File: config.mk
export PLATFORM = sky130hd
export DESIGN_NAME = sha256_round_controller
export DESIGN_NICKNAME = d
export VERILOG_FILES = /design/src/rtl/sha256_round_controller.sv
export SDC_FILE = /design/constraint.sdc
export NUM_CORES = 1
export LEC_CHECK = 0
export BUFFER_PORTS_ARGS = -buffer_cell sky130_fd_sc_hd__buf_2
export CAP_MARGIN = 20
export CORE_MARGIN = 2
export CORE_UTILIZATION = 35
export CTS_CLUSTER_SIZE = 14
export DETAILED_ROUTE_END_ITERATION = 10
export PLACE_DENSITY = 0.57
export SLEW_MARGIN = 20
export SYNTH_ARGS = -nofsm -noshare
export SYNTH_HDL_FRONTEND = slang
export SYNTH_SLANG_ARGS = --single-unit
File: constraint.sdc
create_clock -name clk -period 4.5 [get_ports clk]
set_clock_uncertainty 0.2 [all_clocks]
set_input_delay 0.675 -clock clk [delete_from_list [all_inputs] [get_ports clk]]
set_output_delay 0.675 -clock clk [all_outputs]
set_load 0.01 [all_outputs]
File: src/rtl/sha256_round_controller.sv
`default_nettype none
// ============================================================================
// Module      : sha256_round_controller
// Description : Sequencing controller for the SHA-256 compression datapath.
//               It accepts one 512-bit block per start handshake, then steps
//               the datapath through working-register load, 64 rounds,
//               hash-state update and completion.
//               It owns the round counter, which addresses the K ROM and the
//               W selectors. The first MSG_WORDS rounds stall until a
//               message word is available. It contains no hash arithmetic.
// Ports       : clk, rst            - clock, synchronous active-high reset
//               start, first_block  - block request and IV-select (sampled
//                                     when start is accepted)
//               msg_valid           - message word present for this round
//               ready, busy         - idle / in-flight status
//               iv_load, work_load  - INIT strobes
//               round_en, round     - round execute strobe and round index
//               w_sel, msg_ready    - W source select, message request
//               h_update, done      - hash-state update, completion pulse
// Revision    : 1.0 - initial release
// ============================================================================
module sha256_round_controller #(
    parameter int ROUNDS    = 64,
    parameter int MSG_WORDS = 16
) (
    input  logic       clk,
    input  logic       rst,
    input  logic       start,
    input  logic       first_block,
    input  logic       msg_valid,
    output logic       ready,
    output logic       busy,
    output logic       iv_load,
    output logic       work_load,
    output logic       round_en,
    output logic [5:0] round,
    output logic       w_sel,
    output logic       msg_ready,
    output logic       h_update,
    output logic       done
);

    typedef enum logic [2:0] {
        S_IDLE  = 3'd0,
        S_INIT  = 3'd1,
        S_ROUND = 3'd2,
        S_FINAL = 3'd3,
        S_DONE  = 3'd4
    } state_t;

    localparam logic [5:0] c_last_round = 6'(ROUNDS - 1);
    localparam logic [5:0] c_msg_words  = 6'(MSG_WORDS);

    state_t     r_state;
    logic [5:0] r_round;
    logic       r_first_q;

    logic       w_in_round;
    logic       w_msg_phase;
    logic       w_round_en;

    // During the message phase a round only advances when its word is
    // present; msg_valid is qualified combinationally so a word offered in
    // the same cycle as msg_ready is consumed immediately.
    always_comb begin
        w_in_round  = (r_state == S_ROUND);
        w_msg_phase = w_in_round && (r_round < c_msg_words);
        w_round_en  = w_in_round && (w_msg_phase ? msg_valid : 1'b1);
    end

    always_ff @(posedge clk) begin
        if (rst) begin
            r_state   <= S_IDLE;
            r_round   <= 6'd0;
            r_first_q <= 1'b0;
        end else begin
            case (r_state)
                S_IDLE: begin
                    if (start) begin
                        r_first_q <= first_block;
                        r_state   <= S_INIT;
                    end
                end
                S_INIT: begin
                    r_round <= 6'd0;
                    r_state <= S_ROUND;
                end
                S_ROUND: begin
                    if (w_round_en) begin
                        if (r_round == c_last_round) begin
                            r_round <= 6'd0;
                            r_state <= S_FINAL;
                        end else begin
                            r_round <= r_round + 6'd1;
                        end
                    end
                end
                S_FINAL: r_state <= S_DONE;
                S_DONE:  r_state <= S_IDLE;
                default: begin
                    r_state <= S_IDLE;
                    r_round <= 6'd0;
                end
            endcase
        end
    end

    // All strobes are a pure decode of the registered state; only round_en
    // additionally depends on msg_valid during the message phase.
    always_comb begin
        ready     = (r_state == S_IDLE);
        busy      = (r_state != S_IDLE);
        iv_load   = (r_state == S_INIT) && r_first_q;
        work_load = (r_state == S_INIT);
        round_en  = w_round_en;
        round     = w_in_round ? r_round : 6'd0;
        w_sel     = w_msg_phase;
        msg_ready = w_msg_phase;
        h_update  = (r_state == S_FINAL);
        done      = (r_state == S_DONE);
    end

endmodule
`default_nettype wire

== Yosys cells after proc, flatten, opt, wreduce, memory -nomap -nowiden ==
Index checks and enable logic that the tools add are counted.
W data, S select, Z words.

* Register bits: 10
* Input port bits: 5
* Output and inout port bits: 15
* Word-level logic and storage cells: 32

* $add $sub $neg: 1
* Magnitude comparators: 1
* Equal/unequal tests: 8
* Multiplexer cells: 9
* Bitwise logic cells: 1
* Reduce and logical (&&, ||, !) cells: 9

{| class="wikitable"
|+ Operators with widths
! cell !! count
|-
| $mux W6 || 3
|-
| $pmux W3 S4 || 1
|-
| $pmux W6 S2 || 1
|-
| $mux W3 || 3
|-
| $add A6 B1 Y6 const B || 1
|-
| $eq A3 B2 Y1 const B || 2
|-
| $eq A6 B6 Y1 const B || 1
|-
| $lt A6 B5 Y1 const B || 1
|-
| $ne A2 B2 Y1 const B || 2
|-
| $reduce_and A2 Y1 || 2
|-
| $eq A3 B1 Y1 const B || 1
|-
| $eq A3 B3 Y1 const B || 1
|-
| $logic_and A1 B1 Y1 || 3
|-
| $logic_not A3 Y1 || 1
|-
| $reduce_and A3 Y1 || 1
|-
| $reduce_bool A3 Y1 || 1
|-
| $reduce_or A3 Y1 || 1
|-
| $ne A2 B1 Y1 const B || 1
|-
| $mux W1 || 1
|-
| $not A1 Y1 || 1
|}

== Longest topological paths before layout ==
Gate-level depths: netlist of the first run.

* Word-level depth: 6
* Depth in mapped cells: 6
* Gate-level depth less buffers: 5

== Worst setup path after synthesis of the first run ==
OpenSTA, ideal clock, no wires.

* Path type: reg-to-output
* Start: register r_state[2]
* End: output port w_sel
* Arrival: 1380 ps
* Data required time: 3625 ps
* Path slack: 2245 ps
* Cell stages (with the launch flop): 5
* Buffers on the path: 2
* Cell sequence: dfxtp_1 -> buf_4 -> or3b_4 -> nor3_1 -> buf_4

* Word-level cells in the longest chain between the ends: 2

{| class="wikitable"
|+ RTL lines
! item !! RTL line !! RTL
|-
| start: declaration || 54 || <nowiki>state_t r_state;</nowiki>
|-
| start signal: assignment || 73 || <nowiki>r_state <= S_IDLE;</nowiki>
|-
| start signal: assignment || 81 || <nowiki>r_state <= S_INIT;</nowiki>
|-
| start signal: assignment || 86 || <nowiki>r_state <= S_ROUND;</nowiki>
|-
| $eq A3 B2 Y1 || 66 || <nowiki>w_in_round = (r_state == S_ROUND);</nowiki>
|-
| $logic_and A1 B1 Y1 || 67 || <nowiki>w_msg_phase = w_in_round && (r_round < c_msg_words);</nowiki>
|-
| end: declaration || 37 || <nowiki>output logic w_sel,</nowiki>
|}

Every way passes these cells.

== Final worst setup path of the first run ==
* Start: register r_state[1]
* End: output port round_en

* Word-level cells in the longest chain between the ends: 4

{| class="wikitable"
|+ RTL lines
! item !! RTL line !! RTL
|-
| $eq A3 B2 Y1 * || 66 ||
|-
| $logic_and A1 B1 Y1 || 67 ||
|-
| $mux W1 || 68 || <nowiki>w_round_en = w_in_round && (w_msg_phase ? msg_valid : 1'b1);</nowiki>
|-
| $logic_and A1 B1 Y1 * || 68 ||
|-
| end: declaration || 35 || <nowiki>output logic round_en,</nowiki>
|}

Mark *: on every way between the ends. The rest lies on a longest branch, timed or not.

==> results of run 1 <==
## power by group through the flow
stage,registers (mW),clock network (mW),logic (mW)
floorplan,0.0945,0,0.0261
global placement,0.0969,0,0.0319
detailed placement,0.0969,0,0.0323
CTS,0.0949,0.0630,0.0324
global route,0.0953,0.0684,0.0357
finish,0.0952,0.0592,0.0323
## critical path, cell delays in order, from the launching register on
cell	delay (ns)
dfxtp_1	0.56
nor3b_2	0.47
and2_1	0.25
buf_2	0.15
## stage by stage
step,setup slack (ns),cell area [µm²],cells
global route,1.82,743,115
global placement,2.14,721,112
finish,1.93,743,115
floorplan,2.24,624,72
CTS,1.94,743,115
detailed placement,2.14,721,112
## kinds of logic (layout without fill, tap and decap cells)
kind of cell    after synthesis  in the layout
compound gates               15             15
fa+ha+maj                     1              1
buf+inv                       5             23
flops                        10             10
simple gates                 41             41
## layer usage
layer,vias to the layer above,wire (µm)
met5,-,0
met4,0,0
met3,0,93
met2,23,587
met1,257,661
li1,296,-
## sequential cells by signal (all words and copies together), names as in the netlist
register   flops
r_first_q      1
r_round        6
r_state        3
## layout make-up
| class | count | area (µm²) |
|---|---|---|
| inverter | 1 | 3.75 |
| clock buffer | 3 | 22.5 |
| fill | 188 | 965 |
| timing repair buffer | 19 | 95.1 |
| sequential | 10 | 200 |
| tap | 25 | 31.3 |
| multi-input combinational | 57 | 390 |
## path summary, 6_finish.rpt
path / end / slack [ns] / cells past startpoint
max reg2reg: r_round[0] / 2.50 / 4
max: round_en / 1.93 / 3
min reg2reg: r_first_q / 0.25 / 2
min: r_first_q / 0.25 / 2
## layout by cell type (no fill, tap or decap), drive strengths merged
| cell type | n |
|---|---|
| nor2 | 3 |
| and3b | 1 |
| and2 | 8 |
| dfxtp | 10 |
| o21ai | 2 |
| a31oi | 2 |
| clkbuf | 3 |
| nand3b | 2 |
| or3 | 4 |
| nor3 | 1 |
| and3 | 2 |
| inv | 1 |
| o21a | 1 |
| nand3 | 4 |
| nor2b | 2 |
| a221oi | 1 |
| nor3b | 3 |
| a21oi | 7 |
| buf | 19 |
| a211oi | 1 |
| ha | 1 |
| or3b | 2 |
| and2b | 2 |
| nor4 | 1 |
| a41oi | 1 |
| nand2 | 6 |
==> flow_metrics.env, run 1 <==
export IMPL_synth_cell_area_um2=624
export IMPL_layout_nets=98
export IMPL_finalSetupViolCount=0
export IMPL_wire_per_inst_um=11.7
export IMPL_fmax_mhz=390
export IMPL_dieArea_um2=2140
export IMPL_fin_tns_setup_ns=0
export IMPL_ctsHoldBuffers=0
export IMPL_whs_ns=0.254
export IMPL_grt_pass1_vias=496
export IMPL_grt_overflow_total=0
export IMPL_post_cts_buffers=0
export IMPL_start_util_pct=36.6
export IMPL_holdCritStartpoint="r_first_q"
export IMPL_clk_pin_slew_worst_paths_ns=0.06
export IMPL_port_buffers=19
export IMPL_grt_usage_pct=14.9
export IMPL_drive_gt1_share_pct=30.0
export IMPL_critical_path_startpoint="r_state[1]"
export IMPL_syn_area_per_cell_um2=8.67
export IMPL_synth_top_family_by_area="simple AND/OR/NAND/NOR gates"
export IMPL_period_share_pct=57.0
export IMPL_cts_htree_levels=1
export IMPL_synth_area_leaders="dfxtp_1 32%, and2_1 8.0%, a21oi_1 4.8%"
export IMPL_seq_area_frac_synth_pct=32.1
export IMPL_yosys_area_share_adder_pct=2.00
export IMPL_switching_share_pct=27.2
export IMPL_crit_fanout=11
export IMPL_drv_cap=0
export IMPL_synth_most_common_cell="dfxtp_1"
export IMPL_power_density_nw_per_um2=251
export IMPL_io_pins=20
export IMPL_yosys_area_share_simple_pct=40.3
export IMPL_finalCriticalPeriod_ns=2.57
export IMPL_wirelength_um=1340
export IMPL_busiest_layer="met2"
export IMPL_synth_net_count=78
export IMPL_die_w_um=46.2
export IMPL_synthCells=72
export IMPL_cts_tree="done"
export IMPL_total_power_uw=187
export IMPL_rsz0062_at_grt="no"
export IMPL_async_flop_share_pct=0
export IMPL_ctsResizeCount=0
export IMPL_critical_path_class="reg -> out"
export IMPL_synth_flop_cell="dfxtp_1"
export IMPL_leakage_nw=0.330
export IMPL_numCtsBuffers=3
export IMPL_ys_ff_latch=10
export IMPL_synth_xor_area_share_pct=0
export IMPL_switchingPower_uw=50.7
export IMPL_ys_types=31
export IMPL_drc=0
export IMPL_power_frac_comb_pct=17.3
export IMPL_core_um2=1710
export IMPL_status="finished clean"
export IMPL_power_frac_seq_pct=51.0
export IMPL_cp_data_arrival_time_ns=1.69
export IMPL_grtUsageMet1_pct=18.8
export IMPL_required_ns=3.62
export IMPL_synth_common_cells="10 x dfxtp_1, 8 x and2_1, 6 x a21oi_1, 6 x nand2_1"
export IMPL_clock_latency_ns=0.26
export IMPL_grt_met3_usage_pct=5.88
export IMPL_hold_path_class="reg -> reg"
export IMPL_p_clk_share_pct=31.7
export IMPL_endpoint_kind="output pin"
export IMPL_synthMuxAreaShare_pct=0
export IMPL_routed_via_density=5.01
export IMPL_ir_worst_vdd_v=0.000140
export IMPL_yosysWarnings=0
export IMPL_final_util_pct=43.5
export IMPL_place_hpwl_um=952
export IMPL_synth_compound_area_share_pct=20.2
export IMPL_p_int_uw=136
export IMPL_cts_root_buffer="clkbuf_4"
export IMPL_first_pass_iters=5
export IMPL_worst_slew_pin_slew_ns=0.429
export IMPL_drt_iter0_drc=9
export IMPL_placementRows=15
export IMPL_die_y_um=46.2
export IMPL_met2_usage_pct=21.1
export IMPL_synth_edff_count=0
export IMPL_hold_viol=0
export IMPL_area_growth_pct=19.0
export IMPL_maxSlewHeadroom_pct=71.3
export IMPL_num_vias=576
export IMPL_n_antenna_cell=0
export IMPL_ant_nets=0
export IMPL_routabilityCongestion=0.711
export IMPL_grt_pass1_wl_um=2210
export IMPL_worstReg2RegStart="r_state[1]"
export IMPL_drv_slew=0
export IMPL_synth_largest_area_cell="dfxtp_1"
export IMPL_cts_sinks=10
export IMPL_ctsLongestPathBuffers=2
export IMPL_start_kind="flip-flop"
export IMPL_grt_start_max_net_pins=12
export IMPL_yosysTopAreaCellShare_pct=32.1
export IMPL_antenna_found_initial=0
Note: power is estimated with default switching activity, not from simulation.
==> run 2: changes to the inputs <==
--- a/config.mk
+++ b/config.mk
@@ -11,7 +11,7 @@
 export CORE_UTILIZATION = 35
 export CTS_CLUSTER_SIZE = 14
 export DETAILED_ROUTE_END_ITERATION = 10
-export PLACE_DENSITY = 0.57
+export PLACE_DENSITY = 0.59
 export SLEW_MARGIN = 20
 export SYNTH_ARGS = -nofsm -noshare
 export SYNTH_HDL_FRONTEND = slang
==> constraint.sdc (replaced) <==
create_clock -name clk -period 2.25 [get_ports clk]
set_clock_uncertainty 0.2 [all_clocks]
set_input_delay 0.3375 -clock clk [delete_from_list [all_inputs] [get_ports clk]]
set_output_delay 0.3375 -clock clk [all_outputs]
set_load 0.01 [all_outputs]
==> run 2 against run 1 <==
Effect of this change: sequential cell count unchanged; first-iteration DRC count up 78%; global-route usage down 0.59 points; cell count up 0.87%; hold slack worse by 0.12 ns; critical path type unchanged.
==> flow_metrics.env, run 2 (same netlist as run 1, synthesis figures left out) <==
export IMPL_status="finished clean"
export IMPL_first_pass_iters=4
export IMPL_area_growth_pct=21.4
export IMPL_path_cells="or3b_4, nor3_1, buf_2"
export IMPL_crit_fanout=9
export IMPL_finalSetupViolCount=0
export IMPL_maxSlewHeadroom_pct=73.3
export IMPL_post_dp_cell_area_um2=728
export IMPL_cpPeakStageDelay_ns=0.48
export IMPL_clk_pin_slew_worst_paths_ns=0.06
export IMPL_routed_via_density=4.78
export IMPL_min_to="r_first_q"
export IMPL_worst_slew_pin_slew_ns=0.400
export IMPL_layout_cells_non_filler=116
export IMPL_ir_worst_vdd_v=0.000248
export IMPL_drc=0
export IMPL_io_pins=20
export IMPL_p_int_uw=273
export IMPL_stdcell_area_um2=758
export IMPL_grt_pass1_wl_um=2100
export IMPL_start_kind="flip-flop"
export IMPL_largest_register="r_round"
export IMPL_hold_path_class="in -> reg"
export IMPL_dpl_cell_count=113
export IMPL_path_delay_family="simple AND/OR/NAND/NOR gates"
export IMPL_start_util_pct=36.6
export IMPL_total_power_uw=371
export IMPL_die_w_um=46.2
export IMPL_placementRows=15
export IMPL_switching_share_pct=26.5
export IMPL_dieArea_um2=2140
export IMPL_drive_gt1_share_pct=31.9
export IMPL_cts_htree_levels=1
export IMPL_top_regs="r_round x6, r_state x3, r_first_q x1"
export IMPL_fmax_mhz=486
export IMPL_hold_viol=0
export IMPL_fillCellCount=175
export IMPL_final_cell_mix="19 x buf_2, 9 x dfxtp_1, 8 x and2_1, 6 x a21oi_1, 6 x nand2_1"
export IMPL_largest_reg_flops=6
export IMPL_layout_nets=99
export IMPL_power_frac_seq_pct=51.5
export IMPL_switchingPower_uw=98.3
export IMPL_wire_per_inst_um=11.0
export IMPL_period_share_pct=91.4
export IMPL_r2r_end="r_round[3]"
export IMPL_num_vias=555
export IMPL_cts_root_buffer="clkbuf_4"
export IMPL_cts_tree="done"
export IMPL_antenna_found_initial=0
export IMPL_wirelength_um=1280
export IMPL_critical_path_class="reg -> out"
export IMPL_drv_slew=0
export IMPL_p_clk_share_pct=31.2
export IMPL_mostFrequentLayoutCell="buf_2"
export IMPL_cp_data_arrival_time_ns=1.52
export IMPL_place_hpwl_um=979
export IMPL_rsz0062_at_grt="no"
export IMPL_clock_latency_ns=0.26
export IMPL_endpoint_kind="output pin"
export IMPL_grt_pass1_vias=487
export IMPL_cp_slowest_cell="or3b_4"
export IMPL_die_y_um=46.2
export IMPL_routabilityCongestion=0.812
export IMPL_whs_ns=0.132
export IMPL_power_density_nw_per_um2=490
export IMPL_ant_nets=0
export IMPL_core_um2=1710
export IMPL_drv_cap=0
export IMPL_fin_tns_setup_ns=0
export IMPL_ctsHoldBuffers=0
export IMPL_critical_path_startpoint="r_state[2]"
export IMPL_reg2reg_slack_ns=0.38
export IMPL_worstRegToRegCells=4
export IMPL_drt_iter0_drc=16
export IMPL_worstReg2RegStart="r_round[4]"
export IMPL_numCtsBuffers=3
export IMPL_grt_overflow_total=0
export IMPL_cts_sinks=10
export IMPL_leakage_nw=0.334
export IMPL_n_antenna_cell=0
export IMPL_ctsLongestPathBuffers=2
export IMPL_grt_usage_pct=14.3
export IMPL_finalCriticalPeriod_ns=2.06
export IMPL_path_buf_inv=1
export IMPL_required_ns=1.71
export IMPL_port_buffers=19
export IMPL_holdCritStartpoint="first_block"
export IMPL_power_frac_comb_pct=17.4
export IMPL_grt_start_max_net_pins=12
export IMPL_hold_path_cell_count=3
run 2: stage by stage:
| step | worst slack (ns) | utilization [%] |
|---|---|---|
| 4_1_cts | 0.103 | 44.0 |
| 2_1_floorplan | 0.332 | - |
| 3_5_place_dp | 0.326 | 42.6 |
| 6_report | 0.194 | 44.4 |
| 3_3_place_gp | 0.364 | 42.6 |
| 5_1_grt | 0.0712 | 44.4 |
run 2: worst max-delay path by stage:
stage	to	slack, ns	cells past startpoint
after floorplan	w_sel	0.33	4
after global placement	r_round[3]	0.36	4
after detailed placement	r_round[0]	0.33	4
after CTS	w_sel	0.10	3
after global routing	msg_ready	0.07	3
final	w_sel	0.19	3
run 2: tightest hold or removal path, delay by kind of cell:
kind	cells	cell delay, ns
buffers and inverters	1	0.09
and+or+nand+nor	1	0.05
AOI/OAI and AO/OA	1	0.05
run 2: timing repair:
action / 4_1_cts / 5_1_grt
setup endpoints to repair: 0 / 3
gates resized for setup: 0 / 2
buffers inserted: 0 / 0
run 2: per-layer routing:
| layer | GRT usage (%) | vias to the layer above | share of wire [%] |
|---|---|---|---|
| met1 | 17.1 | 250 | 51 |
| li1 | - | 296 | - |
| met5 | 0 | - | 0 |
| met3 | 5.88 | 2 | 2.9 |
| met4 | 6.86 | 0 | 0.78 |
| met2 | 21.9 | 7 | 46 |
run 2: power by group through the flow:
stage	registers [mW]	logic (mW)	clock network, mW
4_1_cts	0.190	0.0638	0.124
5_1_grt	0.192	0.0711	0.136
6_report	0.191	0.0644	0.116
3_3_place_gp	0.193	0.0631	0
2_1_floorplan	0.189	0.0521	0
3_5_place_dp	0.194	0.0638	0
run 2: final cells by class:
cell class,count,area (µm²),area share [%]
multi-input combinational,57,397,52.3
sequential,10,201,26.6
timing repair buffer,20,103,13.5
tap,25,31.3,4.13
clock buffer,3,22.5,2.97
inverter,1,3.75,0.495
==> run 3: changes to the inputs <==
--- a/config.mk
+++ b/config.mk
@@ -8,10 +8,11 @@
 export BUFFER_PORTS_ARGS = -buffer_cell sky130_fd_sc_hd__buf_2
 export CAP_MARGIN = 20
 export CORE_MARGIN = 2
-export CORE_UTILIZATION = 35
+export CORE_UTILIZATION = 43
 export CTS_CLUSTER_SIZE = 14
 export DETAILED_ROUTE_END_ITERATION = 10
-export PLACE_DENSITY = 0.59
+export GPL_ROUTABILITY_DRIVEN = 0
+export PLACE_DENSITY = 0.7
 export SLEW_MARGIN = 20
 export SYNTH_ARGS = -nofsm -noshare
 export SYNTH_HDL_FRONTEND = slang
==> run 3 against run 2 <==
Effect of this change: fmax down 0.51%; count of clock-buffer cells in the layout unchanged; global-route usage up 1.6 points; via count up 1.1%; hold slack worse by 0.014 ns; wire length down 0.31%; final area down 3.5%; sequential cell count unchanged; register-to-register slack worse by 0.03 ns; largest power group unchanged; highest routed layer unchanged.
==> flow_metrics.env, run 3 (same netlist as run 1, synthesis figures left out) <==
export IMPL_worst_slew_pin_slew_ns=0.393
export IMPL_cts_root_buffer="clkbuf_4"
export IMPL_die_w_um=42.1
export IMPL_fmax_mhz=484
export IMPL_ctsLongestPathBuffers=2
export IMPL_area_growth_pct=17.2
export IMPL_min_to="r_first_q"
export IMPL_placementRows=13
export IMPL_clk_pin_slew_worst_paths_ns=0.06
export IMPL_grt_pass1_vias=429
export IMPL_critical_path_class="reg -> out"
export IMPL_place_hpwl_um=918
export IMPL_ant_nets=0
export IMPL_wirelength_um=1280
export IMPL_clock_latency_ns=0.27
export IMPL_worstRegToRegCells=4
export IMPL_core_um2=1330
export IMPL_hold_path_cell_count=3
export IMPL_wire_per_inst_um=12.1
export IMPL_grt_pass1_wl_um=2010
export IMPL_post_dp_cell_area_um2=708
export IMPL_layout_nets=98
export IMPL_path_cells="or3b_4, nor3_1, buf_2"
export IMPL_cts_htree_levels=1
export IMPL_drv_slew=0
export IMPL_die_y_um=42.1
export IMPL_hold_path_class="in -> reg"
export IMPL_drv_cap=0
export IMPL_crit_fanout=9
export IMPL_start_kind="flip-flop"
export IMPL_fin_tns_setup_ns=0
export IMPL_dieArea_um2=1770
export IMPL_n_antenna_cell=0
export IMPL_worstReg2RegStart="r_round[5]"
export IMPL_reg2reg_slack_ns=0.35
export IMPL_grt_overflow_total=0
export IMPL_antenna_found_initial=0
export IMPL_ir_worst_vdd_v=0.000264
export IMPL_mostFrequentLayoutCell="buf_2"
export IMPL_total_power_uw=373
export IMPL_layout_cells_non_filler=105
export IMPL_wl_met2_um=553
export IMPL_top_layer="met4"
export IMPL_stdcell_area_um2=732
export IMPL_cts_tree="done"
export IMPL_path_buf_inv=1
export IMPL_met1_length_um=610
export IMPL_status="finished clean"
export IMPL_dr_wl_met3_um=73
export IMPL_endpoint_kind="output pin"
export IMPL_grt_start_max_net_pins=12
export IMPL_cpPeakStageDelay_ns=0.47
export IMPL_drive_gt1_share_pct=31.1
export IMPL_hold_viol=0
export IMPL_r2r_end="r_round[3]"
export IMPL_start_util_pct=46.8
export IMPL_finalSetupViolCount=0
export IMPL_top_regs="r_round x6, r_state x3, r_first_q x1"
export IMPL_largest_reg_flops=6
export IMPL_largest_register="r_round"
export IMPL_routed_via_density=5.34
export IMPL_leakage_nw=0.330
export IMPL_cts_sinks=10
export IMPL_grt_usage_pct=15.9
export IMPL_maxSlewHeadroom_pct=73.7
export IMPL_cp_data_arrival_time_ns=1.53
export IMPL_drc=0
export IMPL_num_vias=561
export IMPL_first_pass_iters=4
export IMPL_numCtsBuffers=3
export IMPL_rsz0062_at_grt="no"
export IMPL_path_delay_family="simple AND/OR/NAND/NOR gates"
export IMPL_dpl_cell_count=102
export IMPL_finalCriticalPeriod_ns=2.07
export IMPL_cp_slowest_cell="or3b_4"
export IMPL_final_cell_mix="19 x buf_2, 9 x dfxtp_1, 8 x and2_1, 6 x a21oi_1, 6 x nand2_1"
export IMPL_port_buffers=19
export IMPL_required_ns=1.71
export IMPL_period_share_pct=91.8
export IMPL_power_density_nw_per_um2=510
export IMPL_whs_ns=0.118
export IMPL_drt_iter0_drc=19
export IMPL_holdCritStartpoint="first_block"
export IMPL_io_pins=20
## run 3: layer usage
metal | vias up | track usage (%)
met1 | 246 | 18.8
met5 | - | 0
met3 | 6 | 7.76
met4 | 0 | 11.3
met2 | 15 | 22.2
li1 | 294 | -
## run 3: timing repair
action / in CTS / in global routing
gates resized for setup: 0 / 1
hold buffers: 0 / 0
buffers inserted: 0 / 0
setup endpoints to repair: 0 / 3
## run 3: area by class of cell
type	instances	area [µm²]
tap	15	18.8
inverter	1	3.75
sequential	10	201
clock buffer	3	22.5
timing repair buffer	19	95.1
fill	134	602
multi-input combinational	57	390
## run 3: worst max path at each step
stage | cells after the start | startpoint | to
finish | 3 | r_state[2] | msg_ready
global route | 3 | r_state[1] | msg_ready
CTS | 3 | r_state[1] | w_sel
detailed placement | 4 | r_state[1] | r_round[0]
global placement | 4 | r_round[5] | r_round[3]
floorplan | 4 | r_state[2] | w_sel
## run 3: power breakdown
group,switching (mW),internal [mW],leakage (nW),total [mW]
Clock,0.0583,0.0617,0.0138,0.120
Sequential,0.00797,0.182,0.0815,0.190
Combinational,0.0349,0.0285,0.235,0.0635
Total,0.101,0.272,0.330,0.373
## run 3: metrics by stage
stage                     worst slack, ns  util (%)
after CTS                          0.0771      54.8
after global routing               0.0649      54.9
after floorplan                     0.332         -
after detailed placement            0.355      53.1
after global placement              0.378      53.1
final                               0.184      54.9
## run 3: worst min-delay path: cells and delay by family
| family | cells | cell delay, ns |
|---|---|---|
| simple gates | 1 | 0.05 |
| compound gates | 1 | 0.05 |
| buf+inv | 1 | 0.09 |
